$ cat src/rtl/demux1to2_stream.sv
// 1-to-2 stream demultiplexer. in_sel picks one of two independent FIFOs.
// Each output has its own delivered-beat counter.
module demux1to2_stream #(
  parameter int unsigned WIDTH = 8,
  parameter int unsigned DEPTH = 4,
  parameter int unsigned CNT_W = 16
) (
  input  logic             clk,
  input  logic             rst_n,
  input  logic [WIDTH-1:0] in_data,
  input  logic             in_sel,
  input  logic             in_valid,
  output logic             in_ready,
  output logic [WIDTH-1:0] out0_data,
  output logic             out0_valid,
  input  logic             out0_ready,
  output logic [WIDTH-1:0] out1_data,
  output logic             out1_valid,
  input  logic             out1_ready,
  output logic [CNT_W-1:0] cnt0,
  output logic [CNT_W-1:0] cnt1
);

  localparam int unsigned AW = $clog2(DEPTH);

  logic [AW:0]       wptr_q [2];
  logic [AW:0]       wptr_d [2];
  logic [AW:0]       rptr_q [2];
  logic [AW:0]       rptr_d [2];
  logic [WIDTH-1:0]  mem_q  [2][DEPTH];
  logic [CNT_W-1:0]  cnt_q  [2];
  logic [CNT_W-1:0]  cnt_d  [2];
  logic [1:0]        full;
  logic [1:0]        empty;
  logic [1:0]        push;
  logic [1:0]        pop;
  logic [1:0]        out_rdy;

  assign out_rdy = {out1_ready, out0_ready};

  // in_ready depends only on FIFO state, so a full FIFO stays closed even
  // when the same cycle pops it.
  always_comb begin
    full     = '0;
    empty    = '0;
    push     = '0;
    pop      = '0;
    in_ready = 1'b0;
    for (int unsigned n = 0; n < 2; n++) begin
      full[n]  = (wptr_q[n][AW-1:0] == rptr_q[n][AW-1:0]) &&
                 (wptr_q[n][AW] != rptr_q[n][AW]);
      empty[n] = (wptr_q[n] == rptr_q[n]);
    end
    in_ready = ~full[in_sel];
    for (int unsigned n = 0; n < 2; n++) begin
      push[n]   = in_valid && in_ready && (in_sel == 1'(n));
      pop[n]    = !empty[n] && out_rdy[n];
      wptr_d[n] = wptr_q[n] + {{AW{1'b0}}, push[n]};
      rptr_d[n] = rptr_q[n] + {{AW{1'b0}}, pop[n]};
      cnt_d[n]  = cnt_q[n] + {{(CNT_W-1){1'b0}}, pop[n]};
    end
  end

  always_ff @(posedge clk or negedge rst_n) begin
    if (!rst_n) begin
      for (int unsigned n = 0; n < 2; n++) begin
        wptr_q[n] <= '0;
        rptr_q[n] <= '0;
        cnt_q[n]  <= '0;
        for (int unsigned i = 0; i < DEPTH; i++) begin
          mem_q[n][i] <= '0;
        end
      end
    end else begin
      for (int unsigned n = 0; n < 2; n++) begin
        if (push[n]) begin
          mem_q[n][wptr_q[n][AW-1:0]] <= in_data;
        end
        wptr_q[n] <= wptr_d[n];
        rptr_q[n] <= rptr_d[n];
        cnt_q[n]  <= cnt_d[n];
      end
    end
  end

  assign out0_valid = !empty[0];
  assign out1_valid = !empty[1];
  assign out0_data  = mem_q[0][rptr_q[0][AW-1:0]];
  assign out1_data  = mem_q[1][rptr_q[1][AW-1:0]];
  assign cnt0       = cnt_q[0];
  assign cnt1       = cnt_q[1];

endmodule
$ cat config.mk
export PLATFORM = sky130hd
export DESIGN_NAME = demux1to2_stream
export DESIGN_NICKNAME = d
export VERILOG_FILES = /design/src/rtl/demux1to2_stream.sv
export SDC_FILE = /design/constraint.sdc
export NUM_CORES = 1
export LEC_CHECK = 0
export ABC_AREA = 1
export CAP_MARGIN = 25
export CORE_MARGIN = 4
export CORE_UTILIZATION = 60
export CTS_CLUSTER_DIAMETER = 60
export DETAILED_ROUTE_END_ITERATION = 8
export HOLD_SLACK_MARGIN = 0.08
export PLACE_DENSITY = 0.85
export SYNTH_ARGS = -nofsm -noshare
export SYNTH_HDL_FRONTEND = slang
export SYNTH_SLANG_ARGS = --single-unit
$ cat constraint.sdc
create_clock -name clk -period 3.45 [get_ports clk]
set_input_delay 0.69 -clock clk [delete_from_list [all_inputs] [get_ports clk]]
set_output_delay 0.69 -clock clk [all_outputs]
set_load 0.01 [all_outputs]
==> results.json, run 1 <==
{
  "root_buffer": "clkbuf_8",
  "grt_max_degree": 59,
  "r2r-end": "cnt1[14]",
  "start_util_pct": 62.76,
  "cts_resized": 0,
  "crit_path_start_kind": "register",
  "mostFrequentLayoutCell": "nand2_1",
  "syn_avg_cell_area_um2": 8.781,
  "io_pins": 65,
  "clk_path_buf_depth": 2,
  "yosysSeqAreaShare_pct": 51.38,
  "antenna_cells": 0,
  "ys_ff_latch": 108,
  "leakage_nw": 2.948,
  "dr_total_vias": 4195,
  "synth_warnings": 0,
  "netlist_instances": 599,
  "via_per_inst": 5.491,
  "hold_viol": 0,
  "dp_hpwl_um": 8064,
  "die-area_um2": 10330,
  "core_um2": 8382,
  "rrSetupSlack_ns": 0.70,
  "end_kind": "output pin",
  "syn_area_um2": 5260,
  "area_growth_pct": 15.87,
  "fin_crit_sh_pct": 88.59,
  "setup_viol": 0,
  "post-route-min-period_ns": 3.056,
  "tightest_slew_ns": 0.6722,
  "final_antenna_net_count": 0,
  "numCtsBuffers": 9,
  "grt_pass1_wl_um": 20090,
  "finalSetupTns_ns": 0,
  "slew_headroom_pct": 55.19,
  "grt_pass1_vias": 4226,
  "place.gp.congestion": 0.8686,
  "h-tree-depth": 3,
  "postCtsSetupBuffers": 0,
  "r2r-start": "rptr_q[0]",
  "fmax_mhz": 327.2,
  "grt.total_usage_pct": 24.56,
  "arrival_ns": 2.37,
  "outcome": "completed",
  "p_per_area_nw_per_um2": 868.8,
  "die_h_um": 101.6,
  "maxCapViolCount": 0,
  "drt_pre_antenna_iters": 4,
  "dr.first_iter.drc_count": 279,
  "wl_per_cell_um": 15.30,
  "clock-sinks": 108,
  "drc": 0,
  "required_ns": 2.76,
  "antenna_found_initial": 0,
  "fp-row-count": 33,
  "crit_fanout": 19,
  "vdd_drop_max_v": 0.0005674,
  "tritoncts": "yes",
  "final_nets": 680,
  "portBuffers": 64,
  "rsz0062_at_grt": "no",
  "die-width_um": 101.6,
  "drive_gt1_share_pct": 6.525,
  "grt.overflow.total": 0,
  "post-route-util_pct": 72.71,
  "synthDistinctLibCells": 36,
  "hp-class": "primary input to async pin",
  "insertion_delay_ns": 0.37,
  "drt_wl_total_um": 11690,
  "hold_buffers": 0,
  "path_clk_slew_ns": 0.10,
  "rr_worst_depth": 15,
  "drv_slew": 0,
  "syn_nets": 625,
  "critPathKind": "register to output pin",
  "finClkSkew_ns": 0.01671,
  "final_cell_mix": "175 x nand2_1, 108 x dfrtp_1, 63 x clkdlybuf4s50_1"
}
==> layer usage <==
metal,part of all wire (%),up-vias,GRT usage [%]
li1,-,2023,-
met1,43,2020,32.76
met2,49,126,39.74
met3,5.6,26,4.959
met4,2.6,0,9.611
met5,0,-,0
==> layout make-up <==
| type | count | area [µm²] |
|---|---|---|
| timing repair buffer | 66 | 665.6 |
| multi-input combinational | 412 | 2198 |
| sequential | 108 | 2703 |
| clock buffer | 11 | 131.4 |
| inverter | 57 | 226.5 |
| clock inverter | 5 | 38.79 |
| tap | 105 | 131.4 |
| fill | 644 | 2287 |
==> flip-flops by register name, indices dropped and copies added, names as in the netlist <==
register,flops
rptr_q,6
wptr_q,6
mem_q,64
cnt1,16
cnt0,16
==> stage by stage <==
| stage | hold slack [ns] | cells | worst slack [ns] | area, µm² | total power (W) |
|---|---|---|---|---|---|
| 6_report | 0.3458 | 764 | 0.3937 | 6095 | 0.005295 |
| 5_1_grt | 0.3768 | 764 | 0.2028 | 6095 | 0.005732 |
| 4_1_cts | 0.3573 | 764 | 0.3689 | 6095 | 0.005318 |
| 3_5_place_dp | 0.4643 | 748 | 0.6366 | 5924 | 0.004616 |
| 3_3_place_gp | 0.4592 | 748 | 0.6865 | 5924 | 0.004499 |
| 2_1_floorplan | 0.3944 | 599 | 1.181 | 5260 | 0.003628 |
==> synthesized netlist by cell type <==
library cell	instances	area [µm²]
dfrtp_1	108	2703
o21ai_0	53	265.3
clkbuf_1	5	18.77
buf_6	6	67.56
nor3b_1	1	7.510
ha_1	12	150.1
inv_1	52	195.2
clkinv_4	1	8.760
nand2_2	8	50.05
inv_4	1	6.260
a21oi_1	25	125.1
xor2_1	19	166.4
nor2_4	4	45.04
nor3_1	5	25.02
buf_2	3	15.01
o21bai_1	32	240.2
o21a_1	1	7.510
inv_2	2	7.510
nand3_1	11	55.05
clkbuf_2	1	5.000
nor2_2	5	31.28
nand3_4	1	17.52
inv_6	1	8.760
nand4_4	1	21.27
nand4_1	3	18.77
nand3_2	1	10.01
buf_1	7	26.28
o21ai_1	3	15.01
nand2_1	175	656.9
nand2_4	1	11.26
and3_1	1	6.260
nor2_1	28	105.1
o22ai_1	8	50.05
xnor2_1	12	105.1
and2_1	1	6.260
nor4_1	1	6.260
==> report_power, final <==
part	total, W	internal [W]	switching [W]	leakage [nW]
sequential	0.00219	0.00178	0.000409	1.34
clock	0.000696	0.000266	0.000429	0.0835
combinational	0.00241	0.00108	0.00133	1.52
==> how the worst max path moves through the flow <==
stage | startpoint | endpoint | depth (start not counted)
floorplan | rptr_q[0] | cnt1[14] | 15
global placement | in_sel | in_ready | 5
detailed placement | in_sel | in_ready | 5
CTS | rptr_q[3] | in_ready | 7
global route | rptr_q[3] | in_ready | 7
finish | rptr_q[3] | in_ready | 7
==> cell families (layout without fill, tap and decap cells) <==
kind of cell	Yosys count	after routing	synth area share, %
and+or+nand+nor	247	247	20.41
AOI/OAI and AO/OA	122	122	13.37
DFF	108	108	51.38
buffers and inverters	79	139	6.827
xor gates and xnor gates	31	31	5.162
adders and majority gates	12	12	2.854
==> critical path, cell delays in order, from the launching register on <==
cell	delay (ns)
dfrtp_1	0.75
clkinv_4	0.25
nand2_1	0.11
nand2_1	0.06
nor2_2	0.14
nand2_4	0.09
o21a_1	0.11
clkdlybuf4s50_1	0.48
No activity file was read; power rests on OpenSTA's default activity.
==> run 2, diff against run 1 <==
- CTS_CLUSTER_DIAMETER: 60 -> unset
==> results of run 2 <==
Final layout, timing and power as in run 1 (identical DEF).
